`config.mk`:
```
export PLATFORM = sky130hd
export DESIGN_NAME = sync_fifo_flags
export DESIGN_NICKNAME = d
export VERILOG_FILES = /design/src/rtl/sync_fifo_flags.sv
export SDC_FILE = /design/constraint.sdc
export NUM_CORES = 1
export LEC_CHECK = 0
export BUFFER_PORTS_ARGS = -buffer_cell sky130_fd_sc_hd__buf_2
export CORE_MARGIN = 4
export CORE_UTILIZATION = 35
export DETAILED_ROUTE_END_ITERATION = 8
export REMOVE_ABC_BUFFERS = 1
export SYNTH_ARGS = -nofsm -noshare
export SYNTH_HDL_FRONTEND = slang
export SYNTH_SLANG_ARGS = --single-unit
```
`constraint.sdc`:
```
create_clock -name clk -period 5.8 [get_ports clk]
set_input_delay 0.29 -clock clk [delete_from_list [all_inputs] [get_ports clk]]
set_output_delay 0.29 -clock clk [all_outputs]
set_load 0.005 [all_outputs]
```
`src/rtl/sync_fifo_flags.sv`:
```
// Single-clock FIFO with occupancy count, almost-full/almost-empty flags and error pulses.
// Define SYNC_FIFO_FWFT_EN for first-word-fall-through output; default is a registered 1-cycle read.
module sync_fifo_flags #(
    parameter int DATA_WIDTH    = 8,
    parameter int DEPTH         = 16,
    parameter int AFULL_THRESH  = 12,
    parameter int AEMPTY_THRESH = 4
) (
    input  logic                    clk,
    input  logic                    rst,
    input  logic                    w_en,
    input  logic [DATA_WIDTH-1:0]   data_in,
    input  logic                    r_en,
    output logic [DATA_WIDTH-1:0]   data_out,
    output logic                    full,
    output logic                    empty,
    output logic                    almost_full,
    output logic                    almost_empty,
    output logic [$clog2(DEPTH):0]  count,
    output logic                    overflow,
    output logic                    underflow
);

    localparam int ADDR_W = $clog2(DEPTH);
    localparam int CNT_W  = ADDR_W + 1;

    logic [DATA_WIDTH-1:0] r_mem [DEPTH];
    logic [ADDR_W:0]       r_w_ptr;
    logic [ADDR_W:0]       r_r_ptr;
    logic [CNT_W-1:0]      r_count;
    logic                  r_overflow;
    logic                  r_underflow;

    logic                  w_full;
    logic                  w_empty;
    logic                  w_wr_acc;
    logic                  w_rd_acc;

    // The extra pointer MSB distinguishes a full FIFO from an empty one at equal addresses.
    assign w_full   = (r_w_ptr[ADDR_W] != r_r_ptr[ADDR_W]) &&
                      (r_w_ptr[ADDR_W-1:0] == r_r_ptr[ADDR_W-1:0]);
    assign w_empty  = (r_w_ptr == r_r_ptr);
    assign w_wr_acc = w_en && !w_full;
    assign w_rd_acc = r_en && !w_empty;

    always_ff @(posedge clk) begin
        if (w_wr_acc) begin
            r_mem[r_w_ptr[ADDR_W-1:0]] <= data_in;
        end
    end

    always_ff @(posedge clk or posedge rst) begin
        if (rst) begin
            r_w_ptr     <= '0;
            r_r_ptr     <= '0;
            r_count     <= '0;
            r_overflow  <= 1'b0;
            r_underflow <= 1'b0;
        end else begin
            if (w_wr_acc) begin
                r_w_ptr <= r_w_ptr + 1'b1;
            end
            if (w_rd_acc) begin
                r_r_ptr <= r_r_ptr + 1'b1;
            end
            case ({w_wr_acc, w_rd_acc})
                2'b10:   r_count <= r_count + CNT_W'(1);
                2'b01:   r_count <= r_count - CNT_W'(1);
                default: r_count <= r_count;
            endcase
            r_overflow  <= w_en && w_full;
            r_underflow <= r_en && w_empty;
        end
    end

`ifdef SYNC_FIFO_FWFT_EN
    // Head word is exposed directly; meaningless while empty.
    assign data_out = r_mem[r_r_ptr[ADDR_W-1:0]];
`else
    logic [DATA_WIDTH-1:0] r_data_out;

    always_ff @(posedge clk or posedge rst) begin
        if (rst) begin
            r_data_out <= '0;
        end else if (w_rd_acc) begin
            r_data_out <= r_mem[r_r_ptr[ADDR_W-1:0]];
        end
    end

    assign data_out = r_data_out;
`endif

    assign full         = w_full;
    assign empty        = w_empty;
    assign count        = r_count;
    assign almost_full  = (r_count >= CNT_W'(AFULL_THRESH));
    assign almost_empty = (r_count <= CNT_W'(AEMPTY_THRESH));
    assign overflow     = r_overflow;
    assign underflow    = r_underflow;

endmodule

```
==> metrics.csv, run 1 <==
stage,metric,value,unit
final_layout,count of filler cells inserted in the layout,1622,
synth,cells taking the most area after synthesis,"edfxtp_1 (60%), dfrtp_1 (9.8%), mux4_1 (9.5%)",
synth,commonest cells in the netlist,"edfxtp_1 (128), dfrtp_1 (25), mux4_1 (23)",
synth,Post-Syn Area,6362,µm²
floorplan,number of rows in the core area,49,
grt,combined global-route utilization of all metal layers,0.1337,
synth,fraction of the yosys area taken by sequential cells,0.7025,
grt,vias in the first global route,3207,
worst_setup_path,worst-path fanout max,22,
worst_setup_path,path type of the worst setup path,reg -> reg,
power,leakage dissipation,2.633,nW
synth,Seq cells post-synth,153,
clock_network,sink count of the clock tree,153,
timing,WHS,0.08321,ns
synth,"Warnings, synthesis",0,
power,reported net switching power,1.161,mW
synth,instance count of the mapped netlist,353,
worst_setup_path,register-to-register setup slack,2.26,ns
detailed_routing,first drt pass iteration count,4,
min_path,type of the tightest min-delay check,in -> async,
grt,GRT overflow,0,
floorplan,vertical extent of the die,142.8,µm
final_layout,fraction of final layout cells with drive strength greater than 1,0.2010,
status,outcome,finished clean,
placed_design,final HPWL from detailed placement,7.963,mm
timing,minimum clock period,3.539,ns
detailed_routing,number of design rule violations left after detail routing,0,
placed_design,placer congestion estimate,0.7383,
clock_network,number of buffers created by CTS,17,
power,part of the power in combinational logic,0.289,
power,net switching fraction of the power,0.3219,
final_layout,n_diodes,0,
floorplan,Ports,31,
worst_setup_path,Worst EP arrival,3.85,ns
clock_network,clock latency reported for the late side of the worst-skew pair,0.43,ns
power,Tot Pwr,3.607,mW
power,maximum resistive drop on vdd,244.1,µV
worst_setup_path,required time of the critical path,6.11,ns
timing,maximum clock rate,282.5,MHz
grt,largest net degree at the start of global routing,52,
detailed_routing,Via-to-Cell Ratio,5.022,
timing,RSZ-0062 raised after global routing,no,
synth,distinct cell type count of the synthesized netlist,35,
floorplan,Placeable Area,17900,µm²
power,Cell Int Power,2.446,mW
timing,Max-Slew Margin vs Limit,0.3493,
power,sequential cell fraction of total power,0.420,
grt,wire length of the first global-routing pass,19.71,mm
worst_setup_path,sort of element at the end of the critical path,flop,
clock_network,clock tree from TritonCTS,yes,
clock_network,"Setup Fix Bufs, Post-CTS",0,
flow_run,max cap viols,0,
floorplan,starting utilization of the core area,0.3554,
clock_network,number of buffers inserted by hold repair at cts,0,
synth,average cell area after synthesis,18.02,µm²
timing,clock tree skew after final layout,0.008539,ns
detailed_routing,number of DRC markers after the initial detailed-route iteration,265,
synth,cell with the most instances after synthesis,edfxtp_1,
synth,largest area contributor in the synthesized netlist,edfxtp_1,
floorplan,Die X-Extent,142.8,µm
clock_network,maximum root-to-sink buffer count,2,
placed_design,Buffers on Ports,30,
detailed_routing,number of routed nets with antenna violations,0,
worst_setup_path,Worst Setup Start Kind,flop,
timing,final count of negative-setup-slack endpoints,0,
synth,fraction of registers with async set or reset after synthesis,0.1634,
synth,share of the synthesized area in the top cell type,0.6041,
timing,worst-margin pin slew,0.9750,ns
clock_network,depth of the CTS H-tree,4,
power,clock share of power,0.291,
clock_network,Resize count post-CTS,0,
timing,share of the clock period used by the worst path after layout,0.6102,
timing,Final TNS setup,0,ns
floorplan,Die ar.,20400,µm²
final_layout,Synth-to-Final Area Change,14.32,%
detailed_routing,Routed Wire Length,12.72,mm
detailed_routing,Via Count,3149,
power,power per cell area,496.0,nW/µm²
detailed_routing,Routed wire per std cell,20.29,µm
timing,Max Slew Vio Count,0,
synth,Post-synth top flop,edfxtp_1,
synth,number of enable flip-flop cells after synthesis,128,
clock_network,buffer type at the clock tree root,clkbuf_16,
timing,final hold violations,0,
grt,number of antenna violations at the first check in global routing,0,
clock_network,post-CTS clock slew at the launch and capture registers of the worst setup and hold paths,0.06,ns
final_layout,number of nets in the finished design,407,
[through the flow]
step           std cells    util  setup slack [ns]  instance area, µm²
2_1_floorplan        332       -             1.948                6237
3_3_place_gp         595  0.3745             2.322                6705
3_5_place_dp         595  0.3745             2.233                6705
4_1_cts              627  0.4063             2.222                7273
5_1_grt              627  0.4063             2.033                7273
6_report             627  0.4063             2.261                7273
[layout make-up]
type                    instances  area [µm²]  share of cell area
repair buffers                 34       180.2             0.02477
clock buffers                  17       425.4             0.05849
multi-input cells             174        1749              0.2405
flip-flops and latches        153        4471              0.6147
well taps                     229       286.5             0.03939
clock inverters                15       142.6             0.01961
inverters                       5       18.77            0.002580
[power by group through the flow]
stage                     logic (mW)  clock network (mW)  registers, mW
after global placement          1.04                   0           1.53
final                           1.04                1.05           1.51
after floorplan                0.649                   0           1.57
after detailed placement        1.05                   0           1.54
after global routing            1.15                1.13           1.54
after CTS                       1.06                1.08           1.52
[sequential cells by signal, indices dropped and copies added, names as in the netlist]
| signal | flops |
|---|---|
| count | 5 |
| data_out | 8 |
| overflow | 1 |
| r_mem | 128 |
| r_r_ptr | 5 |
| r_w_ptr | 5 |
| underflow | 1 |
[final timing paths]
path / start / endpoint / depth (start not counted)
max: r_r_ptr[0] / count[4] / 10
min: rst / data_out[7] / 2
max reg2reg: r_r_ptr[0] / count[4] / 10
min reg2reg: r_w_ptr[4] / r_w_ptr[4] / 1
max in group asynchronous: rst / r_r_ptr[2] / 2
min in group clk: w_en / overflow / 2
[worst max-delay path, stage by stage (launching register included)]
cell      delay [ns]
dfrtp_1         0.89
xor2_1          0.29
nor4_4          0.11
a21boi_2        0.70
ha_1            0.42
ha_1            0.31
a21o_1          0.16
a21oi_1         0.17
xor2_1          0.16
nor2_1          0.06
xor2_1          0.14
[placed cells by master, fill, tap and decap left out, types with 2 or more instances in the layout]
| cell | instances |
|---|---|
| buf_4 | 4 |
| and3_1 | 17 |
| clkinv_2 | 2 |
| ha_1 | 9 |
| edfxtp_1 | 128 |
| xor2_1 | 10 |
| nor3_1 | 2 |
| nor2b_1 | 18 |
| buf_2 | 30 |
| and2_1 | 3 |
| o21ai_0 | 3 |
| inv_6 | 5 |
| clkbuf_16 | 17 |
| inv_1 | 5 |
| a211oi_1 | 8 |
| clkinvlp_4 | 2 |
| nand4_1 | 3 |
| nor2_1 | 11 |
| a2111oi_0 | 8 |
| mux2i_1 | 8 |
| a21oi_1 | 18 |
| nand2_1 | 5 |
| xnor2_1 | 8 |
| mux4_1 | 23 |
| dfrtp_1 | 24 |
| clkinv_4 | 5 |
| mux2_2 | 10 |
| a21o_1 | 3 |
[per-layer routing]
metal | global-route usage | vias to the layer above | share of wire
li1 | - | 1464 | -
met5 | 0 | - | 0
met4 | 0.04652 | 0 | 0.010
met1 | 0.1770 | 1630 | 0.46
met2 | 0.2124 | 49 | 0.49
met3 | 0.03851 | 6 | 0.033
[cell families (layout without fill, tap and decap cells)]
group / Yosys count / after routing / share of synthesized area
adder cells (fa/ha/maj): 10 / 10 / 0.02085
AND/OR/NAND/NOR: 61 / 61 / 0.05585
multiplexers: 42 / 42 / 0.1288
AO/OA/AOI/OAI: 43 / 43 / 0.04464
XOR/XNOR: 18 / 18 / 0.02478
buffers and inverters: 26 / 71 / 0.02261
flip-flops: 153 / 153 / 0.7025
Power figures use the tool's default switching activity.
==> run 2: changes to the inputs <==
--- a/config.mk
+++ b/config.mk
@@ -5,6 +5,7 @@
 export SDC_FILE = /design/constraint.sdc
 export NUM_CORES = 1
 export LEC_CHECK = 0
+export ABC_AREA = 1
 export BUFFER_PORTS_ARGS = -buffer_cell sky130_fd_sc_hd__buf_2
 export CORE_MARGIN = 4
 export CORE_UTILIZATION = 35
==> constraint.sdc (replaced) <==
create_clock -name clk -period 3.6 [get_ports clk]
set_input_delay 0.18 -clock clk [delete_from_list [all_inputs] [get_ports clk]]
set_output_delay 0.18 -clock clk [all_outputs]
set_load 0.005 [all_outputs]
==> metrics.csv, run 2 <==
stage,metric,value,unit,change
synth,cells taking the most area after synthesis,"edfxtp_1 (55%), nand2_1 (14%), dfrtp_1 (8.9%)",,
clock_network,depth of the CTS H-tree,4,,unchanged
clock_network,maximum root-to-sink buffer count,2,,unchanged
final_layout,number of nets in the finished design,801,,+97%
clock_network,post-CTS clock slew at the launch and capture registers of the worst setup and hold paths,0.06,ns,about the same
clock_network,sink count of the clock tree,153,,unchanged
status,outcome,finished with violations,,
floorplan,Placeable Area,19590,µm²,+9.4%
worst_setup_path,Worst Setup Start Kind,flop,,
final_layout,count of filler cells inserted in the layout,1912,,+18%
status,violations in the final reports,hold timing,,
timing,Max Slew Vio Count,0,,unchanged
timing,clock tree skew after final layout,0.007807,ns,-0.0007322 ns
worst_setup_path,required time of the critical path,3.94,ns,-2.17 ns
placed_design,Buffers on Ports,30,,unchanged
final_layout,"commonest cells after routing, fill and taps aside","nand2_1 (264), inv_1 (142), edfxtp_1 (128)",,
final_layout,most frequent standard cell in the layout excluding fill and tap cells,nand2_1,,
worst_setup_path,sort of element at the end of the critical path,flop,,
worst_setup_path,R2R Path Start,r_r_ptr[0],,
detailed_routing,Via Count,4719,,+50%
timing,maximum clock rate,360.4,MHz,+28%
placed_design,placed cell areas,7497,µm²,+12%
worst_setup_path,Worst EP arrival,3.12,ns,-0.73 ns
synth,fraction of registers with async set or reset after synthesis,0.1634,,unchanged
clock_network,"Setup Fix Bufs, Post-CTS",0,,unchanged
floorplan,starting utilization of the core area,0.3570,,+0.001633
synth,distinct cell type count of the synthesized netlist,24,,-31%
final_layout,fraction of final layout cells with drive strength greater than 1,0.1086,,-0.09242
power,Cell Int Power,4.096,mW,+67%
synth,commonest cells in the netlist,"nand2_1 (264), inv_1 (142), edfxtp_1 (128)",,
power,maximum resistive drop on vdd,407.9,µV,+67%
clock_network,buffer type at the clock tree root,clkbuf_16,,
detailed_routing,number of DRC markers after the initial detailed-route iteration,367,,+38%
worst_setup_path,crit path from,r_r_ptr[0],,
floorplan,Die ar.,22310,µm²,+9.4%
power,leakage dissipation,3.770,nW,+43%
power,power per cell area,784.9,nW/µm²,+58%
synth,fraction of the yosys area taken by sequential cells,0.6390,,-0.06346
synth,number of enable flip-flop cells after synthesis,128,,unchanged
detailed_routing,number of design rule violations left after detail routing,0,,unchanged
final_layout,post-route cell area,8150,µm²,+12%
timing,Final TNS setup,0,ns,unchanged
clock_network,number of buffers created by CTS,17,,unchanged
clock_network,clock tree from TritonCTS,yes,,
grt,combined global-route utilization of all metal layers,0.1530,,+0.01928
timing,minimum clock period,2.775,ns,-0.7644 ns
grt,wire length of the first global-routing pass,25.70,mm,+30%
timing,final count of negative-setup-slack endpoints,0,,unchanged
synth,cell with the most instances after synthesis,nand2_1,,
floorplan,number of rows in the core area,51,,+4.1%
power,clock share of power,0.299,,+0.008
synth,average cell area after synthesis,9.529,µm²,-47%
timing,WHS,-0.02489,ns,-0.1081 ns
timing,final hold violations,25,,+25
detailed_routing,Routed wire per std cell,15.23,µm,-25%
synth,Seq cells post-synth,153,,unchanged
floorplan,Ports,31,,unchanged
timing,share of the clock period used by the worst path after layout,0.7708,,+0.1606
synth,"Warnings, synthesis",0,,unchanged
final_layout,n_diodes,0,,unchanged
power,part of the power in combinational logic,0.331,,+0.042
grt,GRT overflow,0,,unchanged
grt,vias in the first global route,4689,,+46%
synth,share of the synthesized area in the top cell type,0.5496,,-0.05458
final_layout,fin util,0.4160,,+0.009768
worst_setup_path,worst-path fanout max,15,,-32%
worst_setup_path,path type of the worst setup path,reg -> reg,,
final_layout,Synth-to-Final Area Change,16.53,%,
detailed_routing,Routed Wire Length,16.10,mm,+27%
timing,worst-margin pin slew,0.9820,ns,+0.007021 ns
power,net switching fraction of the power,0.3597,,+0.03772
detailed_routing,first drt pass iteration count,5,,+1
synth,largest area contributor in the synthesized netlist,edfxtp_1,,
detailed_routing,met2 layer wire length in the routed design,7.706,mm,+23%
timing,Max-Slew Margin vs Limit,0.3446,,-0.004685
power,reported net switching power,2.301,mW,+98%
detailed_routing,Via-to-Cell Ratio,4.465,,-11%
flow_run,max cap viols,0,,unchanged
clock_network,Resize count post-CTS,0,,unchanged
placed_design,placer congestion estimate,0.8298,,+12%
placed_design,final HPWL from detailed placement,10.33,mm,+30%
synth,Post-Syn Area,6994,µm²,+9.9%
detailed_routing,Met3 Routed Length,801,µm,+88%
min_path,type of the tightest min-delay check,in -> async,,
detailed_routing,highest signal layer in the routed design,met4,,
synth,instance count of the mapped netlist,734,,+110%
floorplan,vertical extent of the die,149.4,µm,+4.6%
synth,Post-synth top flop,edfxtp_1,,
floorplan,Die X-Extent,149.4,µm,+4.6%
detailed_routing,met1 wire length,7.197,mm,+22%
timing,RSZ-0062 raised after global routing,no,,
detailed_routing,number of routed nets with antenna violations,0,,unchanged
grt,number of antenna violations at the first check in global routing,1,,+1
power,sequential cell fraction of total power,0.370,,-0.050
clock_network,clock latency reported for the late side of the worst-skew pair,0.42,ns,about the same
grt,largest net degree at the start of global routing,66,,+27%
final_layout,max reg flops,128,,unchanged
## run 2: cell count changes after synthesis, moves of 10 or more
cell / change
nand3_1: +86
inv_1: +137
nor3_1: +14
nand2_1: +259
nor2b_1: -18
mux2_2: -10
and3_1: -17
mux4_1: -23
a21oi_1: -16
## run 2: kinds of logic after synthesis
| logic type | count (synthesis) | share of synthesized area |
|---|---|---|
| simple gates | 376 | 0.2208 |
| xor+xnor | 12 | 0.01503 |
| compound gates | 9 | 0.007694 |
| fa+ha+maj | 10 | 0.01896 |
| buf+inv | 174 | 0.09857 |
| flops | 153 | 0.6390 |
## run 2: stage by stage
| stage | hold slack [ns] | instances | setup WS (ns) | total power, mW |
|---|---|---|---|---|
| 2_1_floorplan | 0.2073 | 707 | -0.4518 | 3.732 |
| 3_3_place_gp | 0.4146 | 1023 | 0.8805 | 4.523 |
| 3_5_place_dp | 0.4148 | 1023 | 0.8078 | 4.531 |
| 4_1_cts | 0.008885 | 1057 | 0.8077 | 6.458 |
| 5_1_grt | 0.07614 | 1057 | 0.5419 | 6.816 |
| 6_report | -0.02489 | 1057 | 0.8251 | 6.397 |
## run 2: what timing repair did
item | 4_1_cts | 5_1_grt
hold buffers | 2 | 0
endpoints found under the hold margin | 2 | 0
setup endpoints to repair | 0 | 0
## run 2: critical path: stages (launching register included)
cell and delay (ns):
dfrtp_2 0.52, inv_2 0.06, nand2_1 0.06, nand2_1 0.06
a21oi_2 0.13, nand3_1 0.15, nand2_2 0.25, inv_2 0.16
ha_1 0.30, fa_1 0.41, nand2_1 0.10, nand2_1 0.05
a21oi_1 0.14, xor2_1 0.15, nand2_1 0.06, o21ai_0 0.07
## run 2: cell type report
| class | count | area [µm²] | share of cell area |
|---|---|---|---|
| flip-flops and latches | 153 | 4471 | 0.5485 |
| multi-input cells | 407 | 1836 | 0.2252 |
| inverters | 147 | 551.8 | 0.06770 |
| clock buffers | 19 | 432.9 | 0.05312 |
| well taps | 265 | 331.6 | 0.04068 |
| repair buffers | 53 | 327.8 | 0.04022 |
| clock inverters | 13 | 200.2 | 0.02456 |
## run 2: per-layer routing
| layer | up-vias | global-route usage |
|---|---|---|
| met5 | - | 0 |
| met4 | 0 | 0.05629 |
| met3 | 23 | 0.03191 |
| met2 | 97 | 0.2525 |
| met1 | 2201 | 0.1998 |
| li1 | 2398 | - |
## run 2: final timing paths
kind	to	slack, ns	cells past startpoint
worst max register to register	count[4]	0.83	15
max in group asynchronous	r_r_ptr[0]	2.95	2
worst max-delay path	count[4]	0.83	15
worst min-delay path	r_w_ptr[4]	-0.02	2
worst min register to register	data_out[3]	0.48	2
min in group clk	r_mem[12][5]	0.18	1
## run 2: power by group through the flow
stage / Combinational (mW) / Sequential (mW) / Clock [mW]
global route: 2.40 / 2.40 / 2.02
finish: 2.12 / 2.37 / 1.91
CTS: 2.15 / 2.37 / 1.94
floorplan: 1.26 / 2.47 / 0
detailed placement: 2.13 / 2.40 / 0
global placement: 2.12 / 2.40 / 0
==> run 3: changes to the inputs <==
==> constraint.sdc (replaced) <==
create_clock -name clk -period 2.3 [get_ports clk]
set_input_delay 0.115 -clock clk [delete_from_list [all_inputs] [get_ports clk]]
set_output_delay 0.115 -clock clk [all_outputs]
set_load 0.005 [all_outputs]
==> metrics.csv, run 3 (synthesis results as in run 2) <==
stage,metric,value,unit,change
placed_design,placer congestion estimate,0.7647,,-7.8%
final_layout,combined area of the multi-input logic cells,1884,µm²,+2.7%
grt,combined global-route utilization of all metal layers,0.1495,,-0.003534
final_layout,n_diodes,0,,unchanged
detailed_routing,Via Count,4757,,+0.81%
clock_network,sink count of the clock tree,153,,unchanged
placed_design,final HPWL from detailed placement,9.871,mm,-4.4%
clock_network,clock tree from TritonCTS,yes,,
worst_setup_path,slowest stage cell on the critical path,nor2_1,,
clock_network,post-CTS clock slew at the launch and capture registers of the worst setup and hold paths,0.06,ns,about the same
worst_setup_path,Worst EP arrival,2.22,ns,-0.90 ns
power,maximum resistive drop on vdd,787.2,µV,+93%
timing,worst-margin pin slew,0.7621,ns,-0.2199 ns
power,power per cell area,1185,nW/µm²,+51%
min_path,type of the tightest min-delay check,in -> reg,,
floorplan,Ports,31,,unchanged
clock_network,clock latency reported for the late side of the worst-skew pair,0.42,ns,about the same
floorplan,starting utilization of the core area,0.3570,,unchanged
detailed_routing,number of design rule violations left after detail routing,0,,unchanged
worst_setup_path,worst-path fanout max,12,,-3
clock_network,buffer type at the clock tree root,clkbuf_16,,
grt,wire length of the first global-routing pass,25.28,mm,-1.6%
detailed_routing,Via-to-Cell Ratio,4.417,,-1.1%
worst_setup_path,required time of the critical path,2.35,ns,-1.59 ns
floorplan,number of rows in the core area,51,,unchanged
final_layout,fin util,0.4219,,+0.005876
timing,final hold violations,0,,-100%
timing,maximum clock rate,461.6,MHz,+28%
worst_setup_path,path type of the worst setup path,reg -> reg,,
final_layout,max reg flops,128,,unchanged
grt,GRT overflow,0,,unchanged
final_layout,most frequent standard cell in the layout excluding fill and tap cells,nand2_1,,
grt,largest net degree at the start of global routing,66,,unchanged
final_layout,number of nets in the finished design,821,,+2.5%
timing,final count of negative-setup-slack endpoints,0,,unchanged
worst_setup_path,buffer and inverter count on the worst path,3,,+1
detailed_routing,Routed wire per std cell,14.59,µm,-4.2%
detailed_routing,number of DRC markers after the initial detailed-route iteration,313,,-15%
worst_setup_path,delay of the slowest cell on the worst path,0.59,ns,+0.07 ns
timing,clock tree skew after final layout,0.005577,ns,-0.002230 ns
floorplan,Die X-Extent,149.4,µm,unchanged
status,outcome,finished clean,,
clock_network,maximum root-to-sink buffer count,2,,unchanged
worst_setup_path,Worst Setup Start Kind,flop,,
floorplan,vertical extent of the die,149.4,µm,unchanged
timing,share of the clock period used by the worst path after layout,0.9419,,+0.1710
worst_setup_path,register-to-register setup slack,0.13,ns,-0.69 ns
timing,RSZ-0062 raised after global routing,yes,,
power,leakage dissipation,3.828,nW,+1.5%
floorplan,Placeable Area,19590,µm²,unchanged
timing,final worst slack,0.1337,ns,-0.6914 ns
final_layout,register area,4471,µm²,unchanged
final_layout,"commonest cells after routing, fill and taps aside","nand2_1 (263), inv_1 (142), edfxtp_1 (128)",,
worst_setup_path,cell family with most CP delay,simple AND/OR/NAND/NOR gates,,
final_layout,fraction of final layout cells with drive strength greater than 1,0.1404,,+0.03181
detailed_routing,number of routed nets with antenna violations,0,,unchanged
final_layout,Synth-to-Final Area Change,18.18,%,
detailed_routing,Routed Wire Length,15.71,mm,-2.4%
final_layout,count of filler cells inserted in the layout,1846,,-3.5%
worst_setup_path,cell seen most often among critical-path stages,nand2_1,,
grt,vias in the first global route,4599,,-1.9%
clock_network,depth of the CTS H-tree,4,,unchanged
flow_run,max cap viols,0,,unchanged
timing,Max Slew Vio Count,0,,unchanged
detailed_routing,first drt pass iteration count,4,,-1
timing,Max-Slew Margin vs Limit,0.4901,,+0.1455
placed_design,worst setup slack after placement,-0.09311,ns,-0.9009 ns
worst_setup_path,sort of element at the end of the critical path,flop,,
placed_design,Buffers on Ports,30,,unchanged
timing,minimum clock period,2.166,ns,-0.6086 ns
clock_network,number of buffers created by CTS,17,,unchanged
worst_setup_path,crit path cell chain,inv_2 -> nand2_1 -> nand2_1 -> a21oi_2 -> nand3_1 -> nand2_2 -> buf_12 -> buf_4 -> nor2_1,,
grt,number of antenna violations at the first check in global routing,0,,-1
floorplan,Die ar.,22310,µm²,unchanged
## run 3: changes by cell type in the layout (fill, tap and decap cells not counted), moves of 2 or more
cell / change
bufinv_16: -4
buf_4: +18
nor3_2: +5
nor3_1: -5
clkbuf_1: -2
clkinv_1: +4
## run 3: power breakdown
| part | internal [mW] | switching, mW |
|---|---|---|
| Clock | 1.46 | 1.08 |
| Sequential | 3.42 | 0.201 |
| Combinational | 1.29 | 2.34 |
## run 3: layer usage
| metal | global-route usage | part of all wire | vias up |
|---|---|---|---|
| met3 | 0.02978 | 0.053 | 18 |
| met2 | 0.2425 | 0.48 | 107 |
| li1 | - | - | 2428 |
| met5 | 0 | 0 | - |
| met1 | 0.2045 | 0.45 | 2204 |
| met4 | 0.04394 | 0.015 | 0 |
## run 3: final cells by class
| cell class | count | share of cell area |
|---|---|---|
| tap | 265 | 0.04012 |
| timing repair buffer | 73 | 0.05964 |
| multi-input combinational | 407 | 0.2280 |
| inverter | 147 | 0.06676 |
| sequential | 153 | 0.5409 |
| clock buffer | 17 | 0.05147 |
| clock inverter | 15 | 0.01317 |
## run 3: final timing paths
path                              from      endpoint  cells after the start
min in group asynchronous          rst      overflow                      4
max in group asynchronous          rst    r_r_ptr[0]                      4
max                         r_r_ptr[0]  r_mem[15][6]                      9
min                         data_in[0]  r_mem[14][0]                      1
max reg2reg                 r_r_ptr[0]  r_mem[15][6]                      9
min reg2reg                data_out[6]   data_out[6]                      2
## run 3: through the flow
step | std cells | total power, mW | setup TNS [ns] | hold slack, ns | instance area (µm²)
finish | 1077 | 9.791 | 0 | 0.1044 | 8265
global route | 1077 | 10.52 | -0.01438 | 0.09489 | 8265
CTS | 1077 | 9.863 | 0 | 0.09024 | 8249
detailed placement | 1042 | 7.265 | -1.656 | 0.1991 | 7652
global placement | 1042 | 7.257 | -0.8713 | 0.1912 | 7652
floorplan | 707 | 5.842 | -152.32 | 0.1423 | 6857
## run 3: what timing repair did
action / 4_1_cts / 5_1_grt
pin swaps: 0 / 1
gates resized for setup: 6 / 5
hold buffers: 3 / 0
hold endpoints to repair: 27 / 0
setup buffers: 0 / 0
setup endpoints to repair: 33 / 9
